File: config.mk
export PLATFORM = sky130hd
export DESIGN_NAME = ssd_scan_driver
export DESIGN_NICKNAME = d
export VERILOG_FILES = /design/src/rtl/ssd_pkg.sv /design/src/rtl/ssd_hex_decoder.sv /design/src/rtl/ssd_scan_driver.sv
export SDC_FILE = /design/constraint.sdc
export NUM_CORES = 1
export LEC_CHECK = 0
export BUFFER_PORTS_ARGS = -buffer_cell sky130_fd_sc_hd__buf_2
export CORE_MARGIN = 4
export CORE_UTILIZATION = 34
export CTS_CLUSTER_SIZE = 28
export DETAILED_ROUTE_END_ITERATION = 8
export PLACE_DENSITY_LB_ADDON = 0.15
export SKIP_LAST_GASP = 1
export SYNTH_ARGS = -nofsm -noshare
export SYNTH_HDL_FRONTEND = slang
export SYNTH_SLANG_ARGS = --single-unit
File: constraint.sdc
create_clock -name ClkPort -period 3.5 [get_ports ClkPort]
set_clock_uncertainty 0.05 [all_clocks]
set_input_delay 0.525 -clock ClkPort [delete_from_list [all_inputs] [get_ports ClkPort]]
set_output_delay 0.525 -clock ClkPort [all_outputs]
set_load 0.005 [all_outputs]
File: src/rtl/ssd_pkg.sv
// Shared constants and the hex segment map for the seven-segment scan driver.
// Cathode bytes are {Ca,Cb,Cc,Cd,Ce,Cf,Cg,Dp} and active-low; anodes are active-low.
package ssd_pkg;

  localparam logic [7:0] SSD_OFF     = 8'hFF;
  localparam logic [7:0] SSD_DP_ONLY = 8'hFE;
  localparam logic       ANODE_ON    = 1'b0;
  localparam logic       ANODE_OFF   = 1'b1;

  // Segment pattern abcdefg for one hex nibble, 0 = segment lit.
  function automatic logic [6:0] hex_to_seg(input logic [3:0] nib);
    logic [6:0] seg;
    case (nib)
      4'h0: seg = 7'b0000001;
      4'h1: seg = 7'b1001111;
      4'h2: seg = 7'b0010010;
      4'h3: seg = 7'b0000110;
      4'h4: seg = 7'b1001100;
      4'h5: seg = 7'b0100100;
      4'h6: seg = 7'b0100000;
      4'h7: seg = 7'b0001111;
      4'h8: seg = 7'b0000000;
      4'h9: seg = 7'b0000100;
      4'hA: seg = 7'b0001000;
      4'hB: seg = 7'b1100000;
      4'hC: seg = 7'b0110001;
      4'hD: seg = 7'b1000010;
      4'hE: seg = 7'b0110000;
      default: seg = 7'b0111000;
    endcase
    return seg;
  endfunction

endpackage

File: src/rtl/ssd_hex_decoder.sv
// Combinational nibble + decimal point to active-low cathode pattern.
module ssd_hex_decoder
  import ssd_pkg::*;
(
  input  logic [3:0] nibble,
  input  logic       dp,
  output logic [7:0] cathodes
);

  assign cathodes = {hex_to_seg(nibble), ~dp};

endmodule

File: src/rtl/ssd_scan_driver.sv
// Time-multiplexed seven-segment scan driver with frame-synchronous input capture,
// leading-zero suppression, PWM brightness and an anti-ghosting blank window.
module ssd_scan_driver
  import ssd_pkg::*;
#(
  parameter int NUM_DIGITS    = 8,
  parameter int SCAN_DIV_BITS = 18,
  parameter int PWM_BITS      = 4,
  parameter int BLANK_CYCLES  = 64
) (
  input  logic                      ClkPort,
  input  logic                      Reset,
  input  logic [4*NUM_DIGITS-1:0]   digits_in,
  input  logic [NUM_DIGITS-1:0]     dp_in,
  input  logic [NUM_DIGITS-1:0]     digit_en,
  input  logic                      lz_suppress,
  input  logic [PWM_BITS-1:0]       brightness,
  output logic [NUM_DIGITS-1:0]     An,
  output logic [7:0]                Cathodes,
  output logic                      frame_start
);

  localparam int IDX_W = (NUM_DIGITS > 1) ? $clog2(NUM_DIGITS) : 1;
  localparam logic [IDX_W-1:0] LAST_IDX = IDX_W'(NUM_DIGITS - 1);

  logic [SCAN_DIV_BITS-1:0] prescaler;
  logic [IDX_W-1:0]         index;
  logic [4*NUM_DIGITS-1:0]  digits_s;
  logic [NUM_DIGITS-1:0]    dp_s;
  logic [NUM_DIGITS-1:0]    en_s;
  logic                     lz_s;

  logic tick;
  logic frame_end;

  assign tick      = &prescaler;
  assign frame_end = tick && (index == LAST_IDX);

  // Shadows only move at the frame boundary so a frame never mixes old and new data.
  always_ff @(posedge ClkPort or posedge Reset) begin
    if (Reset) begin
      prescaler   <= '0;
      index       <= '0;
      digits_s    <= '0;
      dp_s        <= '0;
      en_s        <= '0;
      lz_s        <= 1'b0;
      frame_start <= 1'b0;
    end else begin
      prescaler   <= prescaler + 1'b1;
      frame_start <= frame_end;
      if (tick) begin
        index <= (index == LAST_IDX) ? '0 : index + 1'b1;
      end
      if (frame_end) begin
        digits_s <= digits_in;
        dp_s     <= dp_in;
        en_s     <= digit_en;
        lz_s     <= lz_suppress;
      end
    end
  end

  // A digit is a leading zero when it and every more significant nibble are zero.
  logic [NUM_DIGITS-1:0] supp;
  logic                  upper_zero;

  always_comb begin
    supp       = '0;
    upper_zero = 1'b1;
    for (int i = NUM_DIGITS - 1; i >= 0; i--) begin
      upper_zero = upper_zero & (digits_s[4*i +: 4] == 4'h0);
      if (i > 0) supp[i] = lz_s & upper_zero;
    end
  end

  logic [3:0]          cur_nib;
  logic                cur_dp;
  logic                cur_en;
  logic                cur_supp;
  logic [7:0]          dec_cath;
  logic [PWM_BITS-1:0] phase;
  logic                lit;

  assign cur_nib  = digits_s[index*4 +: 4];
  assign cur_dp   = dp_s[index];
  assign cur_en   = en_s[index];
  assign cur_supp = supp[index];
  assign phase    = prescaler[SCAN_DIV_BITS-1 -: PWM_BITS];

  ssd_hex_decoder u_dec (
    .nibble   (cur_nib),
    .dp       (cur_dp),
    .cathodes (dec_cath)
  );

  assign lit = (prescaler >= SCAN_DIV_BITS'(BLANK_CYCLES)) && (phase < brightness) &&
               cur_en && !(cur_supp && !cur_dp);

  logic [NUM_DIGITS-1:0] an_next;
  logic [7:0]            cath_next;

  always_comb begin
    an_next   = {NUM_DIGITS{ANODE_OFF}};
    cath_next = SSD_OFF;
    if (lit) begin
      an_next[index] = ANODE_ON;
      cath_next      = cur_supp ? SSD_DP_ONLY : dec_cath;
    end
  end

  always_ff @(posedge ClkPort or posedge Reset) begin
    if (Reset) begin
      An       <= {NUM_DIGITS{ANODE_OFF}};
      Cathodes <= SSD_OFF;
    end else begin
      An       <= an_next;
      Cathodes <= cath_next;
    end
  end

endmodule
# Word level (Yosys, flattened, before mapping)
# Memories as Yosys holds them, arrays and structs flattened.
# Index checks and enable logic that the tools add are counted.
[totals] ff_bits=87 romBits=112 input_bits=55 output_inout_bits=17 n_memories=1
[classes] addsub=2 n_lt_le_gt_ge=4 n_eq_ne=1 shift=1 n_mux=12 n_bitwise=15 n_reduce_logical=16
[memory_table] memory="(no name shown)" words=16 word_bits=7 rd=1 rd_clocked_by_memory_dff=0 write_ports=0 line="ssd_pkg.sv:13" source="case (nib)"
[op_table] cell="$shiftx A32 B6 Y4" n=1
[op_table] cell="$logic_not A4 Y1" n=7
[op_table] cell="$mux W8" n=3
[op_table] cell="$add A18 B1 Y18 const B" n=1
[op_table] cell="$ge A18 B7 Y1 const B" n=1
[op_table] cell="$reduce_and A18 Y1" n=1
[op_table] cell="$and A1 B1 Y1" n=13
[op_table] cell="$bmux W1 S3" n=3
[op_table] cell="$not A8 Y8" n=1
[op_table] cell="$logic_and A1 B1 Y1" n=6
[op_table] cell="$lt A3 B4 Y1 const B" n=1
[op_table] cell="$lt A4 B4 Y1" n=1
[op_table] cell="$mux W1" n=4
[op_table] cell="$add A3 B1 Y3 const B" n=1
[op_table] cell="$demux W1 S3" n=1
[op_table] cell="$eq A3 B3 Y1 const B" n=1
[op_table] cell="$ge A3 B1 Y1 const B" n=1
[op_table] cell="$mux W3" n=1
[op_table] cell="$logic_not A1 Y1" n=2
[op_table] cell="$not A1 Y1" n=1

# Logic depth before layout (Yosys ltp)
[depth] ltp_word=14 depth_mapped=10 ltp_nobuf=8

# By module
# From an unflattened synthesis, not the netlist that was laid out.
[hier_totals] cells_unflattened=335 hier_area_um2=4289.1
[modules_own_cells] module="ssd_scan_driver" n_inst=1 cells_each=301 area_per_inst_um2=4016.4
[modules_own_cells] module="ssd_hex_decoder" n_inst=1 cells_each=34 area_per_inst_um2=272.8

# Worst setup path before layout
# Ideal clock, no wire load.
[synth_timing] path_type="reg2reg" from="register index[2]" to="register Cathodes[4]" setup_ps=81 arrival_time_ps=2180 setup_slack_ps=1189 stages_incl_launch_ff=11 n_path_buf=2 synth_period_minus_slack_ps=2311 path_cell_list="dfrtp_1 -> buf_2 -> clkbuf_1 -> mux4_2 -> nand2_1 -> and2_1 -> inv_1 -> ha_1 -> mux2_1 -> nor2_1 -> o21ai_1"
[synth_via] elab_chain_cells=7 word_cells_on_any_way=15
[synth_rtl] element="start, declared" line="ssd_scan_driver.sv:27" source="logic [IDX_W-1:0] index;"
[synth_rtl] element="start signal, assigned" line="ssd_scan_driver.sv:53" source="index <= (index == LAST_IDX) ? '0 : index + 1'b1;"
[synth_rtl] element="parallel branches: the longest is 6 deep, another holds $mem_v2 Z16 W7"
[synth_rtl] element="$mux W8 *" line="ssd_scan_driver.sv:106" source="if (lit) begin"
[synth_rtl] element="via cath_next[4]" line="ssd_scan_driver.sv:101" source="logic [7:0] cath_next;"
[synth_rtl] element="end signal, assigned" line="ssd_scan_driver.sv:118" source="Cathodes <= cath_next;"
[synth_rtl] element="end, declared" line="ssd_scan_driver.sv:19" source="output logic [7:0] Cathodes,"
# Mark *: on every way through the listed nets, which the timed path passes. The select of a mux whose other input is x is not followed.
# A chain may end at the register's enable or synchronous reset.

# Worst setup path in the final report
[layout_timing] from="register index[0]" to="register Cathodes[7]"
# The elaborated chain is that of the path after synthesis.

==> results.py <==
metrics = {
    "routing": {
        "drc": 0,
        "ant_nets": 0,
        "drtIter0Drc": 99,
        "vias": 2724,
        "finalWirelength_mm": 9.450,
        "wl_per_cell_microns": 16.58,
        "dr.pass1.iters": 4,
        "via_per_inst": 4.779,
    },
    "layout": {
        "drive_gt1_share_pct": 42.71,
        "final_cell_mix": "dfrtp_1 (71), buf_2 (71), mux2_4 (49)",
        "areaGrowthSynthToFinish_pct": 17.06,
        "fin_util_pct": 40.62,
        "nets": 461,
        "fin_cells": 570,
        "diodes": 0,
    },
    "critical_path": {
        "cp_num_buf_inv": 0,
        "criticalPathCategory": "reg -> reg",
        "critPathMaxFanout": 20,
        "cp_top_family": "multiplexers",
        "cp.required_ps": 3710,
        "cp_cell_sequence": "mux4_2 -> mux2i_1 -> nand2_1 -> a21oi_1 -> o21ai_1",
        "r2r_setup_slack_ps": 680,
        "crit_slowest_cell": "dfrtp_1",
        "arrival_ps": 3030,
        "start_kind": "register",
        "endpoint_kind": "register",
        "max_stage_delay_ps": 830,
    },
    "sta": {
        "max_freq_mhz": 355.0,
        "rsz0062_at_grt": "false",
        "hold_viol": 0,
        "final-setup-viol-count": 0,
        "min_period_over_period_pct": 80.49,
        "setup_slack_ps": 682.8,
        "layout_min_cycle_time_ps": 2817,
        "tightest_slew_ps": 837.1,
        "finalMaxSlewViolations": 0,
        "slew_headroom_pct": 42.60,
        "fin_tns_setup_ps": 0,
    },
    "place": {
        "dp_hpwl_mm": 6.761,
        "io_buffer_count": 71,
        "place_congestion": 0.7768,
        "dp.cells": 554,
        "place_ws_ps": 698.7,
    },
    "floorplan": {
        "die_w_microns": 121.5,
        "die_h_microns": 121.5,
        "dieArea_sq_um": 14760,
        "core_area_sq_um": 12620,
        "rows": 41,
        "pin_count": 72,
        "initial_core_util_pct": 34.70,
    },
    "global_route": {
        "grt_overflow": 0,
        "first_global_vias": 2868,
        "grt_pass1_wl_mm": 15.48,
        "antenna_found_initial": 0,
        "grt.total_usage_pct": 13.81,
        "grt_max_degree": 47,
    },
    "clocking": {
        "ctsHoldBuffers": 0,
        "numCtsBuffers": 9,
        "clk_pin_slew_ps": 60,
        "cts_tree": "built",
        "cts-root-buf": "clkbuf_16",
        "post_cts_resized": 0,
        "clock_latency_ps": 350,
        "clock-sinks": 87,
        "htree_num_levels": 3,
        "cts_max_path_buffers": 2,
        "cts_setup_buffers": 0,
    },
    "synthesis": {
        "synth.distinct_cells": 47,
        "yosysWarnings": 0,
        "ys_seq_area_share_pct": 50.17,
        "syn_inst": 323,
        "syn-cell-area_sq_um": 4379,
        "synth_nets": 391,
        "synth_seq_cells": 87,
        "avgSynthCellArea_sq_um": 13.56,
    },
    "flow_run": {
        "drv_cap": 0,
    },
    "power": {
        "power.leakage_nw": 2.354,
        "peakVddDrop_v": 0.0001767,
        "power_density_nw_per_um2": 394.4,
        "total_power_mw": 2.022,
    },
    "run_status": {
        "status": "completed",
    },
    "min_path": {
        "hp-class": "in -> async",
    },
}
-- final cells by class --
class,count,area [sq um]
sequential,87,2197
clock inverter,4,45.04
timing repair buffer,75,410.4
fill,1236,7493
tap,172,215.2
inverter,13,50.05
clock buffer,12,246.5
multi-input combinational,207,1962
-- cell families (layout without fill, tap and decap cells) --
family,count (synthesis),after routing,synth area share [%]
AND/OR/NAND/NOR,79,79,9.714
buffers and inverters,29,104,5.029
multiplexers,66,66,23.09
AO/OA/AOI/OAI,33,33,5.086
adder cells (fa/ha/maj),13,13,3.714
flip-flops,87,87,50.17
XOR/XNOR,16,16,3.200
-- sequential cells by signal, indices dropped and copies added, names as in the netlist --
| name | count |
|---|---|
| lz_s | 1 |
| digits_s | 32 |
| dp_s | 8 |
| frame_start | 1 |
| prescaler | 18 |
| An | 8 |
| en_s | 8 |
| Cathodes | 8 |
| index | 3 |
-- worst reg2reg max path, cell delays in order, from the launching register on --
cell and delay [ps]:
dfrtp_1 830, mux4_2 600, mux2i_1 680, nand2_1 260
a21oi_1 220, o21ai_1 80
-- through the flow --
step           cell area [sq um]  hold slack [ps]
2_1_floorplan               4379            395.5
3_3_place_gp                4835            425.7
3_5_place_dp                4835            417.7
4_1_cts                     5126            261.9
5_1_grt                     5126            297.6
6_report                    5126            231.2
-- layer usage --
layer / GRT usage, % / share of wire (%) / wire length, microns
met5: 0 / 0 / 0
met1: 19.86 / 52 / 4868
met2: 18.93 / 41 / 3904
met4: 5.672 / 1.9 / 179
met3: 4.615 / 5.3 / 497
-- cells in the mapped netlist (all sizes together) --
master	instances	share of area (%)
nand2	17	1.5
mux2	53	18
nor3	1	0.11
and4	2	0.46
o31a	1	0.20
xnor2	13	2.6
nand3b	1	0.17
a31oi	1	0.14
buf	12	3.6
a21o	2	0.34
nand3	19	2.2
dfstp	16	9.6
mux4	8	4.1
ha	13	3.7
xor2	3	0.60
inv	11	0.94
a211oi	4	0.69
mux2i	5	1.1
nor2	10	0.86
o21ai	8	0.91
o221ai	3	0.60
a21boi	1	0.17
and2	4	0.63
dfrtp	71	41
o22ai	1	0.14
a21oi	5	0.57
a221oi	2	0.40
nand2b	2	0.29
and3	7	1.2
a22oi	1	0.17
clkinv	2	0.17
or2	1	0.14
nand4	2	0.29
nor3b	2	0.34
nor4	11	1.6
o211ai	2	0.34
clkbuf	4	0.34
a311oi	2	0.40
-- where the power goes --
part	internal [mW]	switching (mW)
Sequential	1.01	0
Combinational	0.0262	0.0327
Clock	0.569	0.387
-- final timing paths --
check,startpoint,endpoint,depth (start not counted)
setup reg to reg,index[0],Cathodes[7],5
min in group ClkPort,digits_in[31],digits_s[31],2
hold / removal,Reset,digits_s[29],2
max in group asynchronous,Reset,Cathodes[1],3
hold reg to reg,prescaler[5],prescaler[5],1
setup / recovery,index[0],Cathodes[7],5
Note: power is estimated with default switching activity, not from simulation.
